**config.mk**
```make
export PLATFORM = sky130hd
export DESIGN_NAME = aes_stream_gearbox_flat
export DESIGN_NICKNAME = d
export VERILOG_FILES = /design/src/rtl/aes_stream_gearbox_if.sv /design/src/rtl/aes_stream_gearbox.sv /design/src/flat_wrapper.sv
export SDC_FILE = /design/constraint.sdc
export NUM_CORES = 1
export LEC_CHECK = 0
export BUFFER_PORTS_ARGS = -buffer_cell sky130_fd_sc_hd__buf_2
export CORE_MARGIN = 2
export CORE_UTILIZATION = 55
export DETAILED_ROUTE_END_ITERATION = 10
export HOLD_SLACK_MARGIN = 0.08
export PLACE_DENSITY = 0.93
export SETUP_SLACK_MARGIN = 0.5
export SLEW_MARGIN = 10
export SYNTH_ARGS = -nofsm -noshare
export SYNTH_HDL_FRONTEND = slang
export SYNTH_SLANG_ARGS = --single-unit
```
**constraint.sdc**
```tcl
create_clock -name clk_i -period 5.7 [get_ports clk_i]
set_input_delay 1.14 -clock clk_i [delete_from_list [all_inputs] [get_ports clk_i]]
set_output_delay 1.14 -clock clk_i [all_outputs]
set_load 0.02 [all_outputs]
```
**src/rtl/aes_stream_gearbox_if.sv**
```systemverilog
// Minimal HWPE stream interface used on both 32-bit sides of the AES gearbox.
// Carries a valid/ready handshake with a data word and a byte strobe.
interface hwpe_stream_intf_stream #(
    parameter int unsigned DATA_WIDTH = 32
);
    logic                    valid;
    logic                    ready;
    logic [DATA_WIDTH-1:0]   data;
    logic [DATA_WIDTH/8-1:0] strb;

    modport source (output valid, output data, output strb, input ready);
    modport sink   (input valid, input data, input strb, output ready);
endinterface

```
**src/rtl/aes_stream_gearbox.sv**
```systemverilog
// 32 <-> 128 bit gearbox between the HWPE streamer and the AES datapath.
// Optional feature macro: AES_GEARBOX_BYTESWAP_EN (byte-reverse every word on both sides).
module aes_stream_gearbox #(
    parameter int unsigned NB_WORDS = 4,
    parameter int unsigned WORD_W   = 32
) (
    input  logic                         clk_i,
    input  logic                         rst_ni,
    input  logic                         clear_i,
    hwpe_stream_intf_stream.sink         word_in,
    output logic [NB_WORDS*WORD_W-1:0]   blk_o,
    output logic                         blk_valid_o,
    input  logic                         blk_ready_i,
    input  logic [NB_WORDS*WORD_W-1:0]   res_i,
    input  logic                         res_valid_i,
    output logic                         res_ready_o,
    hwpe_stream_intf_stream.source       word_out,
    output logic [1:0]                   in_cnt_o,
    output logic [1:0]                   out_cnt_o,
    output logic                         busy_o
);

    typedef enum logic {FILL, FULL}  pack_state_e;
    typedef enum logic {IDLE, DRAIN} unpack_state_e;

    pack_state_e               pack_state;
    unpack_state_e             unpack_state;
    logic [1:0]                in_cnt;
    logic [1:0]                out_cnt;
    logic [NB_WORDS*WORD_W-1:0] blk_q;
    logic [NB_WORDS*WORD_W-1:0] res_q;

    // Byte order seen by the AES core (FIPS-197 big-endian when enabled).
    function automatic logic [WORD_W-1:0] map_word(input logic [WORD_W-1:0] w);
        logic [WORD_W-1:0] r;
`ifdef AES_GEARBOX_BYTESWAP_EN
        for (int b = 0; b < int'(WORD_W / 8); b++) begin
            r[8*b +: 8] = w[WORD_W-8-8*b +: 8];
        end
`else
        r = w;
`endif
        return r;
    endfunction

    // Packer: collects four words, then holds the block until it is taken.
    // NOTE: sequential state uses non-blocking assignments so every flop samples pre-edge values.
    always_ff @(posedge clk_i or negedge rst_ni) begin
        if (!rst_ni) begin
            pack_state <= FILL;
            in_cnt     <= 2'd0;
            // NOTE: the block register is reset as well so blk_o reads 0 out of reset.
            blk_q      <= '0;
        end else if (clear_i) begin
            pack_state <= FILL;
            in_cnt     <= 2'd0;
        end else begin
            case (pack_state)
                FILL: if (word_in.valid) begin
                    blk_q[in_cnt*WORD_W +: WORD_W] <= map_word(word_in.data);
                    in_cnt <= in_cnt + 2'd1;
                    if (in_cnt == 2'd3) pack_state <= FULL;
                end
                FULL: if (blk_ready_i) pack_state <= FILL;
                default: pack_state <= FILL;
            endcase
        end
    end

    // Unpacker: registers one result and serialises it word by word.
    always_ff @(posedge clk_i or negedge rst_ni) begin
        if (!rst_ni) begin
            unpack_state <= IDLE;
            out_cnt      <= 2'd0;
            res_q        <= '0;
        end else if (clear_i) begin
            unpack_state <= IDLE;
            out_cnt      <= 2'd0;
        end else begin
            case (unpack_state)
                IDLE: if (res_valid_i) begin
                    res_q        <= res_i;
                    out_cnt      <= 2'd0;
                    unpack_state <= DRAIN;
                end
                DRAIN: if (word_out.ready) begin
                    out_cnt <= out_cnt + 2'd1;
                    if (out_cnt == 2'd3) unpack_state <= IDLE;
                end
                default: unpack_state <= IDLE;
            endcase
        end
    end

    // All handshake outputs decode state only, so no ready->valid combinational path exists.
    assign word_in.ready  = (pack_state == FILL);
    assign blk_valid_o    = (pack_state == FULL);
    assign blk_o          = blk_q;
    assign res_ready_o    = (unpack_state == IDLE);
    assign word_out.valid = (unpack_state == DRAIN);
    assign word_out.data  = map_word(res_q[out_cnt*WORD_W +: WORD_W]);
    assign word_out.strb  = '1;
    assign in_cnt_o       = in_cnt;
    assign out_cnt_o      = out_cnt;
    assign busy_o         = (pack_state != FILL) || (in_cnt != 2'd0) || (unpack_state != IDLE);

endmodule
```
**src/flat_wrapper.sv**
```systemverilog
// flat-port wrapper written by rule: the top's interface ports become plain ports
module aes_stream_gearbox_flat 
#(
    parameter int unsigned NB_WORDS = 4,
    parameter int unsigned WORD_W   = 32
)
  (clk_i, rst_ni, clear_i, blk_o, blk_valid_o, blk_ready_i, res_i, res_valid_i, res_ready_o, in_cnt_o, out_cnt_o, busy_o, word_in_valid, word_in_data, word_in_strb, word_in_ready, word_out_valid, word_out_data, word_out_strb, word_out_ready);
  hwpe_stream_intf_stream word_in_i ();
  hwpe_stream_intf_stream word_out_i ();
  input  logic clk_i;
  input  logic rst_ni;
  input  logic clear_i;
  output logic [NB_WORDS*WORD_W-1:0] blk_o;
  output logic blk_valid_o;
  input  logic blk_ready_i;
  input  logic [NB_WORDS*WORD_W-1:0] res_i;
  input  logic res_valid_i;
  output logic res_ready_o;
  output logic [1:0] in_cnt_o;
  output logic [1:0] out_cnt_o;
  output logic busy_o;
  input wire logic [$bits(word_in_i.valid)-1:0] word_in_valid;
  input wire logic [$bits(word_in_i.data)-1:0] word_in_data;
  input wire logic [$bits(word_in_i.strb)-1:0] word_in_strb;
  output wire logic [$bits(word_in_i.ready)-1:0] word_in_ready;
  output wire logic [$bits(word_out_i.valid)-1:0] word_out_valid;
  output wire logic [$bits(word_out_i.data)-1:0] word_out_data;
  output wire logic [$bits(word_out_i.strb)-1:0] word_out_strb;
  input wire logic [$bits(word_out_i.ready)-1:0] word_out_ready;
  assign word_in_i.valid = word_in_valid;
  assign word_in_i.data = word_in_data;
  assign word_in_i.strb = word_in_strb;
  assign word_in_ready = word_in_i.ready;
  assign word_out_valid = word_out_i.valid;
  assign word_out_data = word_out_i.data;
  assign word_out_strb = word_out_i.strb;
  assign word_out_i.ready = word_out_ready;
  aes_stream_gearbox #(.NB_WORDS(NB_WORDS), .WORD_W(WORD_W)) u_core (.clk_i(clk_i), .rst_ni(rst_ni), .clear_i(clear_i), .word_in(word_in_i), .blk_o(blk_o), .blk_valid_o(blk_valid_o), .blk_ready_i(blk_ready_i), .res_i(res_i), .res_valid_i(res_valid_i), .res_ready_o(res_ready_o), .word_out(word_out_i), .in_cnt_o(in_cnt_o), .out_cnt_o(out_cnt_o), .busy_o(busy_o));
endmodule
```
==> results.py, run 1 <==
metrics = {
    "power_and_ir_drop": {
        "p_seq_frac": 0.453,
        "switchingPower_mw": 1.27,
        "p_per_area_nw_per_um2": 370,
        "switching_share": 0.257,
        "power.total_mw": 4.92,
        "p_comb_frac": 0.159,
        "ir_worst_vdd_v": 0.000251,
        "clkPwrFrac": 0.388,
        "p_leak_nw": 6.66,
        "intPower_mw": 3.65,
    },
    "yosys": {
        "synth_xor_xnor_area_share": 0.000828,
        "synth_mux_area_frac": 0.206,
        "ys_seq_area_frac": 0.620,
        "synth-compound-area-share": 0.109,
        "dominantRegCellSynth": "dfrtp_1",
        "synthCells": 646,
        "yosysWarnings": 0,
        "synthArstFlopShare": 1.00,
        "ys_types": 30,
        "synth-edff-count": 0,
        "synth.largest_area_cell": "dfrtp_1",
        "synth_area_leaders": "dfrtp_1, mux2_2, a22o_1",
        "post-synth-top-count-cell": "dfrtp_1",
        "synth_fa_ha_area_frac": 0.00828,
        "netlist_area_um2": 10600,
        "synthSimpleGateAreaFrac": 0.0182,
        "synth_top_area_share": 0.620,
        "synth_common_cells": "dfrtp_1, a22o_1, mux2_2, mux4_2, buf_4",
        "syn_area_per_cell_um2": 16.4,
        "synth_top_family_by_area": "multiplexers",
        "ys_ff_latch": 262,
    },
    "die": {
        "rows": 50,
        "die_w_um": 143,
        "die_h_um": 143,
        "ios": 344,
        "core_area_um2": 18800,
        "die_area_um2": 20400,
        "initial_core_util": 0.564,
    },
    "sta": {
        "clock.fmax_mhz": 266,
        "max_slew_margin": 0.302,
        "setup_viol": 0,
        "hold_violations": 0,
        "worst_pin_slew_ns": 1.05,
        "clock_skew_ns": 0.00780,
        "fin_crit_sh": 0.659,
        "final.setup.tns_ns": 0,
        "drv_slew": 0,
        "rsz0062_at_grt": "no",
        "hold-worst-slack_ns": 0.486,
        "period_minus_slack_ns": 3.76,
    },
    "grt": {
        "grt_pass1_wl_um": 41800,
        "grt-ovfl-total": 0,
        "grt_usage": 0.262,
        "grt_max_degree": 138,
        "grt_antenna_before_repair": 0,
        "grt_pass1_vias": 7650,
    },
    "setup_path": {
        "r2r_start": "u_core.word_out.valid$_DFF_PN0_",
        "crit_path_start": "u_core.out_cnt_o[0]$_DFFE_PN0P_",
        "crit_family": "flip-flops",
        "crit_slowest_cell": "dfrtp_2",
        "startpoint_type": "flop",
        "cp.buffers_inverters": 2,
        "slowest_delay_ns": 0.99,
        "worst_ep_required_time_ns": 4.56,
        "cp.arrival_ns": 2.62,
        "path_cells": "buf_4, mux4_2, buf_2",
        "cp_max_fo": 29,
        "crit_type": "reg -> out",
        "end_kind": "primary output",
    },
    "clocking": {
        "postCtsSetupBuffers": 0,
        "max-clock-path-buffers": 3,
        "ctsHoldBuffers": 0,
        "htreeDepth": 1,
        "cts-root-buf": "clkbuf_16",
        "clk_latency_ns": 0.53,
        "cts_made_buffers": 26,
        "cts.repair.resized": 0,
        "clk_pin_slew_ns": 0.06,
        "cts_tree": "done",
        "clock_sinks": 262,
    },
    "placement": {
        "dp_hpwl_um": 18400,
        "post-place-cells": 1174,
        "place_congestion": 0.819,
        "placement.io_buffers": 335,
    },
    "drt": {
        "first_iter_violations": 410,
        "dr.pass1.iters": 4,
        "antenna_left": 0,
        "avgViaCountPerCell": 5.96,
        "route.detailed.drc": 0,
        "vias": 7281,
        "wl_per_cell_um": 22.1,
        "routed_wl_um": 27000,
    },
    "cells_and_area": {
        "nets": 1146,
        "area_growth_pct": 25.6,
        "finalNonFillerCells": 1222,
        "utilization": 0.708,
        "drive_above_1_share": 0.555,
        "insertedDiodeCount": 0,
    },
    "worst_hold_path": {
        "hp-start": "u_core.res_q[126]$_DFFE_PN0P_",
        "hp-class": "reg -> reg",
    },
    "outcome": {
        "status": "completed",
    },
    "flow_run": {
        "drv_cap": 0,
    },
}
==> path summary, 6_finish.rpt <==
kind / to / slack, ns / cells after the start
max: word_out_data[12] / 1.94 / 3
min: u_core.res_q[126]$_DFFE_PN0P_ / 0.49 / 1
max reg2reg: u_core.res_q[8]$_DFFE_PN0P_ / 3.17 / 3
min reg2reg: u_core.res_q[126]$_DFFE_PN0P_ / 0.49 / 1
max in group asynchronous: u_core.blk_o[35]$_DFFE_PN0P_ / 3.81 / 2
min in group asynchronous: u_core.res_q[94]$_DFFE_PN0P_ / 0.68 / 1
==> power groups by stage <==
| stage | clock network, mW | logic [mW] | registers, mW |
|---|---|---|---|
| floorplan | 0 | 0.440 | 2.29 |
| CTS | 1.93 | 0.789 | 2.23 |
| global route | 2.02 | 0.833 | 2.26 |
| finish | 1.91 | 0.782 | 2.23 |
| global placement | 0 | 0.753 | 2.24 |
| detailed placement | 0 | 0.784 | 2.26 |
==> registers in the layout (all words and copies together) (netlist names) <==
signal                 cells
u_core.blk_o             128
u_core.blk_valid_o         1
u_core.in_cnt_o            2
u_core.out_cnt_o           2
u_core.res_q             128
u_core.word_out.valid      1
==> cell usage in the layout, fill, tap and decap left out, types with 4 or more instances in the layout <==
cell       count
nand4bb_1      4
a22o_1       124
dfrtp_1      261
nor2_1         5
buf_4         10
buf_2        334
a32o_1         4
clkbuf_16     27
inv_1          5
mux4_2        32
conb_1         4
clkinv_2       5
bufinv_16      6
mux2_2       118
mux2_1        10
ha_1           7
==> logic make-up (layout without fill, tap and decap cells) <==
family | after synthesis | in the layout
flops | 262 | 262
mux | 162 | 162
compound gates | 132 | 132
buf+inv | 61 | 400
simple gates | 20 | 20
fa+ha+maj | 7 | 7
other cells | 1 | 4
xor+xnor | 1 | 1
==> routing by layer <==
metal  up-vias  part of all wire  track usage
met5         -                 0            0
met4         0             0.037        0.104
met3        82             0.070       0.0476
met2       352              0.52        0.450
met1      3759              0.37        0.332
li1       3088                 -            -
==> metrics by stage <==
stage          setup WS, ns  instance area, µm²
3_5_place_dp           2.34               12300
3_3_place_gp           2.37               12300
4_1_cts                1.84               13300
2_1_floorplan          2.96               10600
6_report               1.94               13300
5_1_grt                1.74               13300
==> layout make-up <==
cell class	count	area (µm²)
Tap cell	234	293
Clock buffer	33	728
Inverter	5	18.8
Sequential cell	262	6560
Timing Repair Buffer	347	1800
Multi-Input combinational cell	326	3650
Clock inverter	15	238
Fill cell	1195	5480
Power figures use the tool's default switching activity.
==> run 2: changes to the inputs <==
Settings changed: CORE_UTILIZATION 55 to 46, PLACE_DENSITY 0.93 to 0.83.
Clock period 5.7 ns to 3.23 ns, I/O delays scaled along.
==> results.py, run 2 (synthesized netlist as in run 1, its figures left out) <==
metrics = {
    "sta": {
        "clock.fmax_mhz": 382,
        "max_slew_margin": 0.533,
        "hold_violations": 0,
        "clock_skew_ns": 0.0114,
        "worst_pin_slew_ns": 0.699,
        "fin_crit_sh": 0.811,
        "period_minus_slack_ns": 2.62,
        "rsz0062_at_grt": "no",
        "setup_viol": 0,
        "drv_slew": 0,
        "final.setup.tns_ns": 0,
        "layout_setup_ws_ns": 0.609,
        "hold-worst-slack_ns": 0.101,
    },
    "grt": {
        "grt_pass1_vias": 7601,
        "grt_antenna_before_repair": 2,
        "grt-ovfl-total": 0,
        "grt_max_degree": 84,
        "grt_pass1_wl_um": 42500,
        "grt_usage": 0.221,
    },
    "power_and_ir_drop": {
        "p_per_area_nw_per_um2": 629,
        "p_leak_nw": 6.72,
        "power.total_mw": 8.50,
        "ir_worst_vdd_v": 0.000430,
    },
    "cells_and_area": {
        "final_common_cell": "buf_2",
        "utilization": 0.597,
        "finalNonFillerCells": 1288,
        "stdcell_area_um2": 13500,
        "drive_above_1_share": 0.557,
        "final_cell_mix": "buf_2, dfrtp_1, a22o_1",
        "area_growth_pct": 27.7,
        "nets": 1158,
    },
    "clocking": {
        "cts_tree": "done",
        "cts-root-buf": "clkbuf_16",
        "max-clock-path-buffers": 3,
        "clock_sinks": 262,
        "clk_pin_slew_ns": 0.06,
        "ctsHoldBuffers": 0,
        "cts_made_buffers": 28,
        "clk_latency_ns": 0.54,
        "htreeDepth": 1,
    },
    "placement": {
        "dp_hpwl_um": 18900,
        "placed_cell_area_um2": 12600,
        "placement.io_buffers": 335,
        "dp_slack_ns": 0.845,
        "post-place-cells": 1234,
        "place_congestion": 0.875,
    },
    "setup_path": {
        "cp.arrival_ns": 1.97,
        "cp_max_fo": 8,
        "end_kind": "primary output",
        "crit_type": "reg -> out",
        "worst_ep_required_time_ns": 2.58,
        "startpoint_type": "flop",
    },
    "drt": {
        "dr.pass1.iters": 5,
        "vias": 7267,
        "wl_per_cell_um": 21.1,
        "avgViaCountPerCell": 5.64,
        "first_iter_violations": 514,
        "routed_wl_um": 27200,
        "antenna_left": 0,
        "route.detailed.drc": 0,
    },
    "die": {
        "die_w_um": 156,
        "die_area_um2": 24200,
        "initial_core_util": 0.467,
        "core_area_um2": 22600,
        "die_h_um": 156,
        "rows": 55,
        "ios": 344,
    },
    "outcome": {
        "status": "completed",
    },
    "worst_hold_path": {
        "hp-class": "in -> async",
    },
    "flow_run": {
        "drv_cap": 0,
    },
}
-- run 2: cell types whose count changed in the layout (fill, tap and decap cells not counted), moves of 2 or more --
cell	change
clkbuf_8	+5
clkinv_2	-3
clkbuf_16	+2
diode_2	+3
bufinv_16	-5
clkbuf_1	+4
buf_12	+9
-- run 2: layout make-up --
class                      count  area (µm²)
clock buffer                  44         862
antenna                        3        7.51
inverter                       5        18.8
timing repair buffer         357        1990
sequential                   262        6560
tap                          285         357
fill                        1706        9130
clock inverter                 6        65.1
multi-input combinational    326        3650
-- run 2: power breakdown --
| group | total, mW | switching [mW] | internal, mW |
|---|---|---|---|
| sequential | 3.93 | 0.227 | 3.70 |
| clock | 3.17 | 1.27 | 1.90 |
| combinational | 1.40 | 0.711 | 0.691 |
| total | 8.50 | 2.21 | 6.29 |
-- run 2: path summary, 6_finish.rpt --
| check | from | end | slack [ns] | cells after the start |
|---|---|---|---|---|
| min reg2reg | u_core.res_q[107]$_DFFE_PN0P_ | u_core.res_q[107]$_DFFE_PN0P_ | 0.49 | 1 |
| max in group asynchronous | rst_ni | u_core.out_cnt_o[0]$_DFFE_PN0P_ | 2.24 | 2 |
| min in group clk_i | res_i[107] | u_core.res_q[107]$_DFFE_PN0P_ | 0.33 | 2 |
| max | u_core.in_cnt_o[0]$_DFFE_PN0P_ | busy_o | 0.61 | 4 |
| max reg2reg | u_core.in_cnt_o[0]$_DFFE_PN0P_ | u_core.blk_o[90]$_DFFE_PN0P_ | 0.83 | 6 |
| min | rst_ni | u_core.blk_o[62]$_DFFE_PN0P_ | 0.10 | 1 |
-- run 2: metal layers --
metal  global-route usage  up-vias  wire length, µm
li1                     -     3114                -
met1                0.285     3718            10600
met2                0.365      353            13600
met3               0.0475       82             1890
met4               0.0931        0             1160
met5                    0        -                0
-- run 2: critical path, stage by stage (launching register included) --
cell and delay [ns]:
dfrtp_1 0.59, inv_1 0.24, ha_1 0.33, nand3_1 0.12, buf_2 0.17
-- run 2: what timing repair did --
item / 4_1_cts / 5_1_grt
hold endpoints to repair: 0 / 0
buffers inserted: 1 / 0
gates resized for setup: 1 / 0
setup endpoints to repair: 23 / 0
==> run 3: changes to the inputs <==
Settings changed: CORE_UTILIZATION 46 to 51, PLACE_DENSITY 0.83 to 0.87.
Clock period 3.23 ns to 2.5 ns, I/O delays scaled along.
==> results.py, run 3 (synthesized netlist as in run 1, its figures left out) <==
metrics = {
    "outcome": {
        "status": "completed",
    },
    "grt": {
        "grt_pass1_vias": 7857,
        "grt_max_degree": 72,
        "grt_usage": 0.250,
        "grt_antenna_before_repair": 2,
        "grt-ovfl-total": 0,
        "grt_pass1_wl_um": 43300,
    },
    "sta": {
        "rsz0062_at_grt": "yes",
        "hold-worst-slack_ns": 0.195,
        "period_minus_slack_ns": 2.42,
        "hold_violations": 0,
        "clock.fmax_mhz": 413,
        "drv_slew": 0,
        "worst_pin_slew_ns": 0.575,
        "final.setup.tns_ns": 0,
        "fin_crit_sh": 0.969,
        "clock_skew_ns": 0.00787,
        "max_slew_margin": 0.617,
        "setup_viol": 0,
    },
    "cells_and_area": {
        "finalNonFillerCells": 1284,
        "regArea_um2": 6560,
        "final_cell_mix": "buf_2, dfrtp_1, a22o_1",
        "num-fill-cells": 1354,
        "drive_above_1_share": 0.566,
        "area_growth_pct": 30.8,
        "nets": 1171,
        "final_common_cell": "buf_2",
        "multiInputGateArea_um2": 3660,
        "stdcell_area_um2": 13800,
    },
    "setup_path": {
        "startpoint_type": "flop",
        "crit_type": "reg -> out",
        "crit_slowest_cell": "mux4_2",
        "path_cells": "buf_12, buf_16, mux4_2, buf_6",
        "crit_path_start": "u_core.out_cnt_o[0]$_DFFE_PN0P_",
        "cp.arrival_ns": 1.92,
        "ff2ff_path_depth": 7,
        "cp_max_fo": 6,
        "cp.buffers_inverters": 3,
        "slowest_delay_ns": 0.53,
        "r2r_start": "u_core.in_cnt_o[0]$_DFFE_PN0P_",
        "end_kind": "primary output",
        "cp.depth": 4,
        "crit_family": "multiplexers",
        "worst_ep_required_time_ns": 2.00,
    },
    "worst_hold_path": {
        "hp-start": "res_i[125]",
        "holdPathStages": 2,
        "hp-class": "in -> reg",
    },
    "clocking": {
        "cts_tree": "done",
        "max-clock-path-buffers": 3,
        "htreeDepth": 1,
        "clock_sinks": 262,
        "cts_made_buffers": 27,
        "cts-root-buf": "clkbuf_16",
        "clk_latency_ns": 0.52,
        "clk_pin_slew_ns": 0.06,
    },
    "drt": {
        "routed_wl_um": 28200,
        "dr.pass1.iters": 5,
        "vias": 7391,
        "antenna_left": 0,
        "first_iter_violations": 376,
        "wl_per_cell_um": 21.9,
        "route.detailed.drc": 0,
        "avgViaCountPerCell": 5.76,
    },
    "placement": {
        "place_congestion": 0.794,
        "post-place-cells": 1222,
        "dp_hpwl_um": 18500,
        "placement.io_buffers": 335,
        "placed_cell_area_um2": 12600,
    },
    "die": {
        "core_area_um2": 20300,
        "ios": 344,
        "die_w_um": 148,
        "die_area_um2": 21900,
        "initial_core_util": 0.521,
        "rows": 52,
        "die_h_um": 148,
    },
    "power_and_ir_drop": {
        "intPower_mw": 8.11,
        "ir_worst_vdd_v": 0.000599,
        "p_per_area_nw_per_um2": 796,
        "p_leak_nw": 6.85,
        "switchingPower_mw": 2.90,
        "p_seq_frac": 0.462,
        "power.total_mw": 11.0,
        "clkPwrFrac": 0.352,
        "p_comb_frac": 0.186,
        "switching_share": 0.263,
    },
    "flow_run": {
        "drv_cap": 0,
    },
}
==> run 3: cell count changes in the layout (fill, tap and decap cells not counted), moves of 3 or more <==
| cell | previous run | this run |
|---|---|---|
| buf_16 | 0 | 3 |
| buf_2 | 334 | 301 |
| buf_4 | 11 | 18 |
| buf_6 | 0 | 35 |
| clkinv_2 | 2 | 6 |
| dfrtp_2 | 1 | 4 |
==> run 3: what timing repair did <==
| action | CTS | global route |
|---|---|---|
| endpoints found under the setup margin | 160 | 34 |
| cloned | 2 | 1 |
| gates resized for setup | 45 | 36 |
| pin swaps | 0 | 1 |
| hold buffers | 1 | 0 |
| endpoints found under the hold margin | 66 | 0 |
| setup buffers | 8 | 0 |
==> run 3: layer usage <==
layer | vias up | global-route usage | share of wire
met5 | - | 0 | 0.00043
met4 | 2 | 0.110 | 0.049
met3 | 88 | 0.0417 | 0.061
met2 | 324 | 0.426 | 0.51
met1 | 3829 | 0.319 | 0.37
li1 | 3148 | - | -
==> run 3: path summary, 6_finish.rpt <==
check | to | slack, ns
min in group asynchronous | u_core.blk_o[58]$_DFFE_PN0P_ | 0.55
max in group asynchronous | u_core.blk_o[100]$_DFFE_PN0P_ | 1.21
setup reg to reg | u_core.blk_o[12]$_DFFE_PN0P_ | 0.62
setup / recovery | word_out_data[13] | 0.08
hold reg to reg | u_core.res_q[121]$_DFFE_PN0P_ | 0.49
hold / removal | u_core.res_q[125]$_DFFE_PN0P_ | 0.19
==> run 3: power groups by stage <==
stage                     clock network (mW)  logic (mW)  registers [mW]
after floorplan                            0        1.01            5.22
after global placement                     0        1.76            5.11
after detailed placement                   0        1.82            5.14
after CTS                               3.94        1.97            5.06
after global routing                    4.12        2.17            5.13
final                                   3.88        2.05            5.08
==> run 3: cell type report <==
class	instances	area share
Antenna cell	2	0.000362
Inverter	5	0.00163
Sequential cell	262	0.474
Clock inverter	8	0.00516
Multi-Input combinational cell	326	0.265
Timing Repair Buffer	371	0.173
Tap cell	270	0.0244
Clock buffer	40	0.0567
==> run 3: worst register-to-register path, cell delays in order, from the launching register on <==
cell and delay (ns):
dfrtp_2 0.43, clkinvlp_4 0.10, buf_4 0.15, ha_1 0.23, inv_1 0.15, nor4_4 0.34, buf_12 0.25, a22o_1 0.17
==> run 3: through the flow <==
| stage | utilization | setup WS, ns |
|---|---|---|
| CTS | 0.675 | 0.0634 |
| global route | 0.681 | 0.0291 |
| detailed placement | 0.619 | 0.421 |
| finish | 0.681 | 0.0764 |
| floorplan | - | 0.522 |
| global placement | 0.619 | 0.459 |
